`src/rtl/syzygy_dac_pkg.sv`:
```
// Shared types and constants for the SYZYGY DAC SPI arbiter slice.
package syzygy_dac_pkg;

  localparam int ADDR_W = 6;
  localparam int DATA_W = 8;

  localparam logic REQ_CTRL = 1'b0;
  localparam logic REQ_HOST = 1'b1;

  typedef enum logic [1:0] {
    IDLE  = 2'd0,
    ISSUE = 2'd1,
    WAIT  = 2'd2,
    DONE  = 2'd3
  } arb_state_t;

endpackage

```
`src/rtl/syzygy_dac_rr_arb.sv`:
```
// Two-way round-robin grant; the last-grant pointer resets to the host so the
// init controller wins the first contention.
module syzygy_dac_rr_arb
  import syzygy_dac_pkg::*;
(
  input  logic clk,
  input  logic reset,
  input  logic req0,
  input  logic req1,
  input  logic take,
  output logic gnt_id
);

  logic last_q;

  always_comb begin
    gnt_id = REQ_HOST;
    if (req0 && req1) begin
      gnt_id = ~last_q;
    end else if (req0) begin
      gnt_id = REQ_CTRL;
    end
  end

  always_ff @(posedge clk) begin
    if (reset) begin
      last_q <= REQ_HOST;
    end else if (take) begin
      last_q <= gnt_id;
    end
  end

endmodule

```
`src/rtl/syzygy_dac_spi_arbiter.sv`:
```
// Arbitrates two DAC register requesters onto one SPI engine command port.
// Optional spi_done watchdog is built only when SPI_ARB_TIMEOUT_EN is defined.
//
// state | meaning
// IDLE  | no transaction; grant and latch command when any req is high
// ISSUE | one-cycle spi_send strobe
// WAIT  | waiting for spi_done (or watchdog expiry)
// DONE  | one-cycle done pulse to the granted requester
module syzygy_dac_spi_arbiter
  import syzygy_dac_pkg::*;
#(
  parameter int TIMEOUT_CYCLES = 4096
) (
  input  logic              clk,
  input  logic              reset,
  input  logic              r0_req,
  input  logic              r1_req,
  input  logic [ADDR_W-1:0] r0_reg,
  input  logic [ADDR_W-1:0] r1_reg,
  input  logic [DATA_W-1:0] r0_wdata,
  input  logic [DATA_W-1:0] r1_wdata,
  input  logic              r0_rw,
  input  logic              r1_rw,
  output logic              r0_done,
  output logic              r1_done,
  output logic [DATA_W-1:0] rdata,
  output logic [ADDR_W-1:0] spi_reg,
  output logic [DATA_W-1:0] spi_data_in,
  output logic              spi_rw,
  output logic              spi_send,
  input  logic              spi_done,
  input  logic [DATA_W-1:0] spi_data_out,
  output logic              busy,
  output logic              timeout_err
);

  if (TIMEOUT_CYCLES < 16 || TIMEOUT_CYCLES > 65535) begin : g_bad_timeout
    $error("TIMEOUT_CYCLES must be within 16..65535");
  end

  arb_state_t state, state_nxt;
  logic       gnt_id;
  logic       gnt_id_q;
  logic       grant_take;
  logic       tmo_hit;

  syzygy_dac_rr_arb u_rr_arb (
    .clk    (clk),
    .reset  (reset),
    .req0   (r0_req),
    .req1   (r1_req),
    .take   (grant_take),
    .gnt_id (gnt_id)
  );

  always_ff @(posedge clk) begin
    if (reset) begin
      state <= IDLE;
    end else begin
      state <= state_nxt;
    end
  end

  always_comb begin
    state_nxt  = state;
    grant_take = 1'b0;
    spi_send   = 1'b0;
    r0_done    = 1'b0;
    r1_done    = 1'b0;
    case (state)
      IDLE: begin
        if (r0_req || r1_req) begin
          grant_take = 1'b1;
          state_nxt  = ISSUE;
        end
      end
      ISSUE: begin
        spi_send  = 1'b1;
        state_nxt = WAIT;
      end
      WAIT: begin
        if (spi_done || tmo_hit) begin
          state_nxt = DONE;
        end
      end
      DONE: begin
        r0_done   = (gnt_id_q == REQ_CTRL);
        r1_done   = (gnt_id_q == REQ_HOST);
        state_nxt = IDLE;
      end
      default: state_nxt = IDLE;
    endcase
  end

  assign busy = (state != IDLE);

  // Command fields stay latched after the transaction until the next grant.
  always_ff @(posedge clk) begin
    if (reset) begin
      gnt_id_q    <= REQ_CTRL;
      spi_reg     <= '0;
      spi_data_in <= '0;
      spi_rw      <= 1'b0;
      rdata       <= '0;
    end else begin
      if (grant_take) begin
        gnt_id_q <= gnt_id;
        if (gnt_id == REQ_CTRL) begin
          spi_reg     <= r0_reg;
          spi_data_in <= r0_wdata;
          spi_rw      <= r0_rw;
        end else begin
          spi_reg     <= r1_reg;
          spi_data_in <= r1_wdata;
          spi_rw      <= r1_rw;
        end
      end
      if (state == WAIT) begin
        if (spi_done) begin
          rdata <= spi_data_out;
        end else if (tmo_hit) begin
          rdata <= 8'hFF;
        end
      end
    end
  end

`ifdef SPI_ARB_TIMEOUT_EN
  logic [15:0] tmo_cnt;
  logic        tmo_err_q;

  // Down-counter loaded while issuing; terminal count on the WAIT cycle
  // TIMEOUT_CYCLES after entry, so done lands one cycle later.
  always_ff @(posedge clk) begin
    if (reset) begin
      tmo_cnt   <= '0;
      tmo_err_q <= 1'b0;
    end else begin
      if (state == ISSUE) begin
        tmo_cnt <= 16'(TIMEOUT_CYCLES);
      end else if (state == WAIT && tmo_cnt != 16'd0) begin
        tmo_cnt <= tmo_cnt - 16'd1;
      end
      if (tmo_hit && !spi_done) begin
        tmo_err_q <= 1'b1;
      end
    end
  end

  assign tmo_hit     = (state == WAIT) && (tmo_cnt == 16'd0);
  assign timeout_err = tmo_err_q;
`else
  assign tmo_hit     = 1'b0;
  assign timeout_err = 1'b0;
`endif

endmodule

```
`config.mk`:
```
export PLATFORM = sky130hd
export DESIGN_NAME = syzygy_dac_spi_arbiter
export DESIGN_NICKNAME = d
export VERILOG_FILES = /design/src/rtl/syzygy_dac_pkg.sv /design/src/rtl/syzygy_dac_rr_arb.sv /design/src/rtl/syzygy_dac_spi_arbiter.sv
export SDC_FILE = /design/constraint.sdc
export NUM_CORES = 1
export LEC_CHECK = 0
export ABC_CLOCK_PERIOD_IN_PS = 2050
export CORE_UTILIZATION = 41
export DETAILED_ROUTE_END_ITERATION = 7
export GPL_TIMING_DRIVEN = 0
export PLACE_DENSITY = 0.84
export SYNTH_ARGS = -nofsm -noshare
export SYNTH_HDL_FRONTEND = slang
export SYNTH_SLANG_ARGS = --single-unit
```
`constraint.sdc`:
```
create_clock -name clk -period 2.05 [get_ports clk]
set_input_delay 0.41 -clock clk [delete_from_list [all_inputs] [get_ports clk]]
set_output_delay 0.41 -clock clk [all_outputs]
set_load 0.01 [all_outputs]
```
# [After elaboration in Yosys (flattened, before gate mapping)]
# Index checks and enable logic that the tools add are counted.
[word_totals] reg_bits=27 in_bits=43 ram_bits=0 word_cells=33 latchBits=0 rom_bits=0 memories=0 output_inout_bits=28
[classes] eq_ne=5 multipliers=0 div=0 reduce_logical=6 n_bitwise=2 mux=13 order_cmp=0 add_sub_neg=0 shifts=0
[ops] cell="$mux W1" n=8
[ops] cell="$mux W8" n=1
[ops] cell="$pmux W2 S4" n=1
[ops] cell="$mux W6" n=1
[ops] cell="$eq A2 B2 Y1 const B" n=2
[ops] cell="$mux W2" n=2
[ops] cell="$ne A2 B2 Y1 const B" n=2
[ops] cell="$reduce_and A2 Y1" n=2
[ops] cell="$eq A2 B1 Y1 const B" n=1
[ops] cell="$logic_not A2 Y1" n=1
[ops] cell="$not A1 Y1" n=2
[ops] cell="$reduce_bool A2 Y1" n=1
[ops] cell="$logic_and A1 B1 Y1" n=1
[ops] cell="$logic_or A1 B1 Y1" n=1

# [Logic depth before layout (Yosys ltp)]
[depth] word_depth=3 mapped_depth=6 ltp_nobuf=5

# [Cells and area by module]
# Synthesis repeated with hierarchy kept, for this count alone.
[unflattened] cells_unflattened=136 area_unflattened_um2=1265.0
[by_module_without_submodules] module="syzygy_dac_spi_arbiter" instances=1 seq_area_each_um2=520.5 cells_per_inst=130 area_each_um2=1202.4
[by_module_without_submodules] module="syzygy_dac_rr_arb" instances=1 seq_area_each_um2=20.0 cells_per_inst=6 area_each_um2=62.6

# [Worst setup path after synthesis]
# Ideal clock, no wire load.
[synth_timing] path_type="reg2reg" from="reg state[0]" to="reg state[0]" slack_ps=700 t_required_ps=1935 setup_ps=115 period_less_slack_ps=1350 path_stages_with_launch=6 arrival_time_ps=1236 n_path_buf=0 cell_sequence="dfxtp_1 -> inv_1 -> ha_1 -> or3b_1 -> a21boi_4 -> o21a_1"
[synth_via] elab_chain_cells=3 word_cells_on_any_way=8 classes_between="5 x eq/ne; 1 x mux; 2 x reduce/logical"
[synth_lines] item="from (decl)" line_no="syzygy_dac_spi_arbiter.sv:41" rtl="arb_state_t state, state_nxt;"
[synth_lines] item="from (signal assigned)" line_no="syzygy_dac_spi_arbiter.sv:60" rtl="state <= state_nxt;"
[synth_lines] item="$eq A2 B2 Y1 / $logic_not A2 Y1 (equally long branches)" line_no="syzygy_dac_spi_arbiter.sv:70" rtl="case (state)"
[synth_lines] item="$ne A2 B2 Y1 (no source line)"
[synth_lines] item="$reduce_and A2 Y1 (no source line)"
# Parallel ways exist; a longest one is shown, timed or not.
# A chain may end at the register's enable or synchronous reset.

# [Worst setup path after layout]
[layout_timing] from="reg state[0]" to="out r0_done"
[layout_via] elab_chain_cells=2
[layout_lines] item="$eq A2 B2 Y1" line_no="syzygy_dac_spi_arbiter.sv:70"
[layout_lines] item="$mux W1" line_no="syzygy_dac_spi_arbiter.sv:70"
[layout_lines] item="to (decl)" line_no="syzygy_dac_spi_arbiter.sv:24" rtl="output logic r0_done,"
# No other way between the ends.

==> impl_metrics.json <==
{
  "outcome": "finished with violations",
  "violations": "design-rule violations",
  "cpLargestDelayFamily": "buffers and inverters",
  "grt_use_met3_pct": 3.35,
  "dp_slack_ps": 188,
  "wirelength_um": 3710,
  "ioPinCount": 71,
  "yosysSeqAreaShare_pct": 42.1,
  "htreeDepth": 1,
  "hp-class": "input port to register",
  "cts_setup_buffers": 0,
  "synth_edf_count": 0,
  "synth_area_leader_cell": "dfxtp_1",
  "start_util_pct": 45.0,
  "syn_area_um2": 1280,
  "ctsHoldBuffers": 0,
  "finalSetupTns_ps": 0,
  "synthTopCellsByCount": "27 x dfxtp_1, 23 x nand3_1, 18 x nor2_1",
  "skew_ps": 3.08,
  "synth_cell_types": 28,
  "syn_area_per_cell_um2": 8.28,
  "crit_chain": "ha_1 -> nor2b_1 -> clkdlybuf4s50_1",
  "grt_overflow": 0,
  "async_flop_share_pct": 0,
  "synth_top_flop_cell": "dfxtp_1",
  "cts_tree": "built",
  "grtUsageMet2_pct": 39.2,
  "viasPerCell": 5.54,
  "cts-buffers-inserted": 3,
  "max_stage_delay_ps": 530,
  "io_buffers": 66,
  "drive_gt1_share_pct": 9.33,
  "die_h_um": 58.0,
  "syn_nets": 203,
  "core_um2": 2850,
  "place_hpwl_um": 2800,
  "grt.busiest_layer": "met2",
  "via_count": 1419,
  "fin_nets": 274,
  "area_growth_syn_to_layout_pct": 56.7,
  "cts-root-buf": "clkbuf_4",
  "finalWorstSetupSlack_ps": 125,
  "finalSetupViolCount": 0,
  "yosys_warnings": 0,
  "synthMuxAreaShare_pct": 0.780,
  "synth.ff_latch_count": 27,
  "syn_inst": 155,
  "rows": 19,
  "critPathRequiredTime_ps": 1640,
  "wl_per_cell_um": 14.5,
  "dr.first_iter.drc_count": 47,
  "grt_pass1_wl_um": 5730,
  "fin_util_pct": 70.5,
  "max_cap_viol_count": 0,
  "yosysTopAreaCellShare_pct": 42.1,
  "max_freq_ghz": 0.519,
  "cts.sink_count": 27,
  "crit_slowest_cell": "clkdlybuf4s50_1",
  "drt.antenna.violating_nets": 0,
  "grt_max_degree": 16,
  "die_area_um2": 3360,
  "finalPower_mw": 2.07,
  "finalMaxSlewViolations": 0,
  "fillCellCount": 241,
  "end_kind": "primary output",
  "hold_viol_final": 0,
  "synthTopCellsByArea": "dfxtp_1 42%, a311oi_1 10%, nand3_1 9.0%",
  "rsz0062_at_grt": "no",
  "post-route-min-period_ps": 1930,
  "clockBufferDepth": 2,
  "clk_latency_ps": 320,
  "synth-compound-area-share_pct": 22.9,
  "p_leak_nw": 0.770,
  "crit_arrival_ps": 1520,
  "post_cts_resized": 3,
  "critPathMaxFanout": 4,
  "synth_top_family_by_area": "compound AO/OA/AOI/OAI gates",
  "crit_buf_inv": 1,
  "die_x_um": 58.0,
  "antenna_found_initial": 0,
  "grt_usage_pct": 21.9,
  "grt_pass1_vias": 1372,
  "yosys.area_share.simple_pct": 21.6,
  "dr.pass1.iters": 6,
  "place.gp.congestion": 0.741,
  "yosysMostFrequentCell": "dfxtp_1",
  "grt_util_met1_pct": 27.0,
  "vdd_drop_max_mv": 0.581,
  "synthAdderAreaFrac_pct": 4.87,
  "power_density_nw_per_um2": 1030,
  "drc": 6,
  "path_class": "register to primary output",
  "synth_xor_area_share_pct": 0,
  "antennaDiodeCount": 0,
  "start_kind": "register",
  "fin_crit_sh_pct": 93.9,
  "path_clk_slew_ps": 150
}
==> per-stage QoR <==
step	instance area [um^2]	std cells	hold slack, ps
after floorplan	1280	155	477
after global placement	1980	252	443
after detailed placement	1980	252	448
after CTS	2010	256	371
after global routing	2010	256	363
final	2010	256	366
==> cells by family (layout without fill, tap and decap cells) <==
kind of cell | count (synthesis) | count (layout)
other cells | 1 | 1
fa+ha+maj | 5 | 5
mux | 1 | 1
simple gates | 59 | 59
buf+inv | 19 | 89
flops | 27 | 27
compound gates | 43 | 43
==> report_power, final <==
part           internal, mW  leakage, nW  switching, mW  total [mW]
combinational         0.536        0.529          0.526        1.06
clock                0.0732       0.0177          0.158       0.231
sequential            0.683        0.223         0.0929       0.776
total                  1.29        0.770          0.777        2.07
==> placed cells by master, fill, tap and decap left out, drive strengths merged <==
cell / n
buf: 10
mux2i: 1
and2: 1
nor2: 18
nand2: 9
clkdlybuf4s50: 65
nand3: 23
ha: 5
inv: 5
a21oi: 9
or3b: 1
nor2b: 1
dfxtp: 27
a311oi: 15
nor3: 2
nand2b: 3
o21ai: 15
dlygate4sd2: 1
a21boi: 1
clkbuf: 7
conb: 1
o21bai: 1
and2b: 1
clkinv: 1
o21a: 2
==> final cells by class <==
class	count	area (um^2)	share of cell area, %
repair buffers	66	659	32.8
multi-input cells	109	648	32.2
flip-flops and latches	27	543	27.0
plain buffers	14	76.3	3.79
well taps	31	38.8	1.93
clock buffers	3	22.5	1.12
inverters	5	18.8	0.933
clock inverters	1	5.00	0.249
==> metal layers <==
| metal | vias up | wire, um |
|---|---|---|
| li1 | 687 | - |
| met1 | 665 | 1490 |
| met2 | 60 | 1890 |
| met3 | 7 | 271 |
| met4 | 0 | 49 |
| met5 | - | 0 |
==> final timing paths <==
kind | startpoint | endpoint | slack, ps | cells past startpoint
worst max-delay path | state[0]$_SDFFE_PP0P_ | r0_done | 120 | 3
worst min-delay path | r0_req | spi_data_in[2]$_SDFFE_PP0P_ | 370 | 3
worst max register to register | state[0]$_SDFFE_PP0P_ | u_rr_arb.last_q$_SDFFE_PP1P_ | 500 | 6
worst min register to register | rdata[5]$_SDFFE_PP0P_ | rdata[5]$_SDFFE_PP0P_ | 460 | 2
==> tightest hold or removal path: stages <==
cell,delay [ps]
buf_6,110
nand3_1,60
a311oi_1,80
Power figures use the tool's default switching activity.
==> patch 1: new RTL, config.mk and constraints unchanged <==
Add a define of `SPI_ARB_TIMEOUT_EN`.
--- a/src/rtl/syzygy_dac_spi_arbiter.sv
+++ b/src/rtl/syzygy_dac_spi_arbiter.sv
@@ -6,6 +6,8 @@
 // ISSUE | one-cycle spi_send strobe
 // WAIT  | waiting for spi_done (or watchdog expiry)
 // DONE  | one-cycle done pulse to the granted requester
+`define SPI_ARB_TIMEOUT_EN
+
 module syzygy_dac_spi_arbiter
   import syzygy_dac_pkg::*;
 #(
Formal check against the unedited RTL: same outputs for any inputs over 10 cycles, from zero or initial values and one cycle with reset high; that may be too few to reach the edited logic, so the function may still have changed.
==> patch 1 against the original RTL <==
The run ends with negative setup slack left. Count of clock-buffer cells in the layout increased by 3. Power increased by 120%. Cell area increased by 52%. Core utilization decreased by 6.2 points. Non-clock buffer count increased by 8. Sequential cell count increased by 17. Global-route usage decreased by 1.2 points. Setup slack got worse by 0.21 ns. Routed wire length increased by 40%. Area after synthesis increased by 60%. Critical endpoint is now tmo_cnt[15]. Highest routed layer unchanged.
==> patch 1: results (changes against the original RTL) <==
Status
  – Status: finished with violations
  – Failing checks: negative setup slack

Final layout
  – FILL cells: 416 (+73%)
  – Share of cells above drive strength 1: 0.123 (+0.0293)

CTS
  – Root buffer cell: clkbuf_8
  – CTS H-Tree Depth: 2 (+1)
  – Reg clk slew, reported paths: 0.08 ns (-0.07 ns)

Global routing
  – Largest net degree at the start of global routing: 14 (-2)

Worst hold path
  – Hold Crit Class: register to register
  – HP Start: rdata[1]

Drt
  – DRT Wirelength: 5170 um (+40%)
  – TritonRoute pass-1 iters: 4 (-2)
  – DRT iter0 DRCs: 112 (+140%)
  – Vias per cell: 5.25 (-5.3%)

Synthesis
  – Area contributors post-synth: dfxtp_1, mux2i_1, a211oi_1
  – Sequential-to-total area share from yosys stat: 0.430 (+0.00900)
  – Top post-synthesis cells by count: dfxtp_1, nor2_1, a211oi_1, mux2i_1, inv_1

Critical path
  – RR Endpoint: tmo_cnt[15]
  – Worst R2R Path Depth: 4 (-2)
  – Crit path launch: tmo_cnt[7]
  – CP max FO: 6 (+2)

Place
  – HPWL Detailed: 3710 um (+32%)
  – Inst Count DP: 371 (+47%)

STA
  – Crit path time final: 2.14 ns (+0.211 ns)
  – Setup violations, final: 4 (+4)
  – Setup ws final: -0.0858 ns (-0.211 ns)
[patch 1: report_power, final]
part | leakage, nW | internal, mW | switching (mW)
clock network | 0.0552 | 0.362 | 0.287
registers | 0.363 | 1.15 | 0.201
logic | 0.810 | 1.20 | 1.35
total | 1.23 | 2.72 | 1.84
[patch 1: final cells by class]
class	instances	area share
timing repair buffer	78	0.251
tap	67	0.0274
sequential	44	0.291
buffer	10	0.0127
multi-input combinational	162	0.363
clock buffer	6	0.0237
inverter	16	0.0196
clock inverter	2	0.0115
[patch 1: critical path, cell delays in order (launching register included)]
cell	delay, ns
dfxtp_2	0.33
or4_4	0.55
or4_4	0.57
or4b_1	0.48
a21oi_1	0.14
[patch 1: per-stage QoR]
step	power [mW]	setup WS (ns)	util	TNS, ns
2_1_floorplan	2.79	-0.0987	-	-0.164
3_3_place_gp	3.59	-0.611	0.602	-6.46
3_5_place_dp	3.65	-0.663	0.602	-7.65
4_1_cts	4.36	-0.0947	0.632	-0.130
5_1_grt	4.92	-0.144	0.643	-0.386
6_report	4.56	-0.0858	0.643	-0.128
[patch 1: per-layer routing]
metal / wire, um / global-route usage / vias up
li1: - / - / 1017
met1: 2190 / 0.245 / 935
met2: 2650 / 0.368 / 60
met3: 255 / 0.0552 / 8
met4: 78 / 0.0610 / 0
met5: 0 / 0 / -
[patch 1: timing repair]
item | CTS | global route
setup endpoints to repair | 25 | 22
cloned | 0 | 0
resized for setup | 6 | 10
setup buffers | 4 | 4
pin swaps | 3 | 2
[patch 1: kinds of logic after synthesis]
logic type	count (synthesis)	synth area share
fa+ha+maj	6	0.0367
mux	17	0.0831
simple gates	80	0.205
compound gates	59	0.193
buf+inv	28	0.0519
flops	44	0.430
[patch 1: worst max path at each step]
stage                     end  slack (ns)  cells past startpoint
2_1_floorplan     tmo_cnt[15]        -0.1                      7
3_3_place_gp       spi_reg[4]       -0.61                      6
3_5_place_dp   spi_data_in[7]       -0.66                      6
4_1_cts           tmo_cnt[15]       -0.09                      4
5_1_grt           tmo_cnt[15]       -0.14                      4
6_report          tmo_cnt[15]       -0.09                      4
==> patch 2: new RTL, same flow settings <==
Made on the original files. Re-encode `arb_state_t` (4 states) as one-hot, 4 bits wide.
--- a/src/rtl/syzygy_dac_pkg.sv
+++ b/src/rtl/syzygy_dac_pkg.sv
@@ -7,11 +7,11 @@
   localparam logic REQ_CTRL = 1'b0;
   localparam logic REQ_HOST = 1'b1;
 
-  typedef enum logic [1:0] {
-    IDLE  = 2'd0,
-    ISSUE = 2'd1,
-    WAIT  = 2'd2,
-    DONE  = 2'd3
+  typedef enum logic [3:0] {
+    IDLE  = 4'b0001,
+    ISSUE = 4'b0010,
+    WAIT  = 4'b0100,
+    DONE  = 4'b1000
   } arb_state_t;
 
 endpackage
Function: same outputs for any inputs over 10 cycles, from zero or initial values and one cycle with reset high; not proved beyond that.
==> patch 2 against the original RTL <==
Area after synthesis grew 8.7%. Clock skew grew 0.0054 ns. Final cell count up 2.0%. Setup slack improved by 0.010 ns. Non-clock buffer count grew 2. Worst hold slack improved by 0.10 ns. Cell area up 11%. Sequential cell count rose by 2. Routed wire length down 2.0%. Critical path type is now primary input to register.
Power is not compared: it rests on default switching activity, and its combinational part moved more than twofold at a synthesized area within 25%.
==> patch 2: results (changes against the original RTL) <==
Synthesis
  – Top post-synthesis cells by count: dfxtp_1, inv_1, nand2b_1, o32ai_1
  – Mean Syn Cell Area: 9.89 sq um (+19%)
  – Area contributors post-synth: dfxtp_1, o32ai_1, a221oi_2
  – Synthesis Warnings: 0 (unchanged)
  – Syn_nets: 184 (-9.4%)

Final layout
  – Final net count: 259 (-5.5%)
  – Share of cells above drive strength 1: 0.120 (+0.0265)

Global routing
  – First-pass GRT wire length: 5980 um (+4.5%)
  – Gr usage total: 0.227 (+0.00776)
  – Largest net degree at the start of global routing: 11 (-5)
  – Vias in the first global route: 1355 (-1.2%)

Place
  – # port buffers: 68 (+3.0%)
  – Gpl congestion: 0.829 (+12%)
  – HPWL Detailed: 2760 um (-1.4%)
  – Inst Count DP: 253 (+0.40%)

Drt
  – DRT Wirelength: 3630 um (-2.0%)
  – Vias per cell: 5.14 (-7.2%)
  – WL/cell: 13.9 um (-3.8%)

Worst hold path
  – Hold Crit Class: register to register

CTS
  – Cts bufs inserted: 5 (+2)
  – CTS H-Tree Depth: 2 (+1)

Critical path
  – CP max FO: 10 (+6)
  – Crit path DAT: 2.15 ns (+0.63 ns)

STA
  – Worst Skew: 0.00846 ns (+0.00538 ns)

Status
  – Status: finished, final reports clean
-- patch 2: final cells by class --
cell class	instances	area, sq um
buffer	13	63.8
clock buffer	7	55.1
timing repair buffer	69	687
inverter	17	63.8
multi-input combinational	81	686
fill	259	905
tap	44	55.1
sequential	29	583
clock inverter	1	30.0
-- patch 2: what timing repair did --
| action | in CTS | in global routing |
|---|---|---|
| pin swaps | 1 | 0 |
| gates resized for setup | 4 | 3 |
| buffers inserted | 1 | 0 |
| hold endpoints to repair | 0 | 0 |
| hold buffers | 0 | 0 |
| endpoints found under the setup margin | 4 | 1 |
-- patch 2: stage by stage --
stage	hold WS [ns]	cell area [sq um]	setup WS [ns]
2_1_floorplan	0.450	1400	0.523
3_3_place_gp	0.449	2130	-0.129
3_5_place_dp	0.454	2130	-0.188
4_1_cts	0.467	2220	0.0176
5_1_grt	0.489	2220	0.0197
6_report	0.467	2220	0.135
-- patch 2: cell families after synthesis --
family                 synth area share
flip-flops                        0.416
AND/OR/NAND/NOR                   0.161
AO/OA/AOI/OAI                     0.262
multiplexers                     0.0646
other                           0.00269
buffers and inverters            0.0942
-- patch 2: final timing paths --
kind               endpoint       startpoint  cells past startpoint  slack, ns
max              spi_reg[2]           r1_req                      6       0.14
min          spi_data_in[7]   spi_data_in[7]                      2       0.47
max reg2reg      spi_reg[2]  u_rr_arb.last_q                      5       0.44
min reg2reg  spi_data_in[7]   spi_data_in[7]                      2       0.47
-- patch 2: routing by layer --
layer  routed length (um)  part of all wire  global-route usage
met2                 1870              0.51               0.399
met5                    0                 0                   0
met1                 1530              0.42               0.254
met3                  233             0.064              0.0597
met4                    0                 0               0.110
-- patch 2: report_power, final --
part           leakage [nW]  total (mW)  internal (mW)  switching [mW]
sequential            0.239       0.657          0.621          0.0364
combinational         0.540       0.455          0.255           0.201
clock                0.0455       0.484          0.291           0.193
total                 0.824        1.60           1.17           0.431
-- patch 2: worst register-to-register path, stage by stage, from the launching register on --
cell and delay (ns):
dfxtp_1 0.34, nor2b_1 0.10, clkbuf_1 0.26, clkbuf_1 0.39
o32ai_1 0.16, a221oi_2 0.26
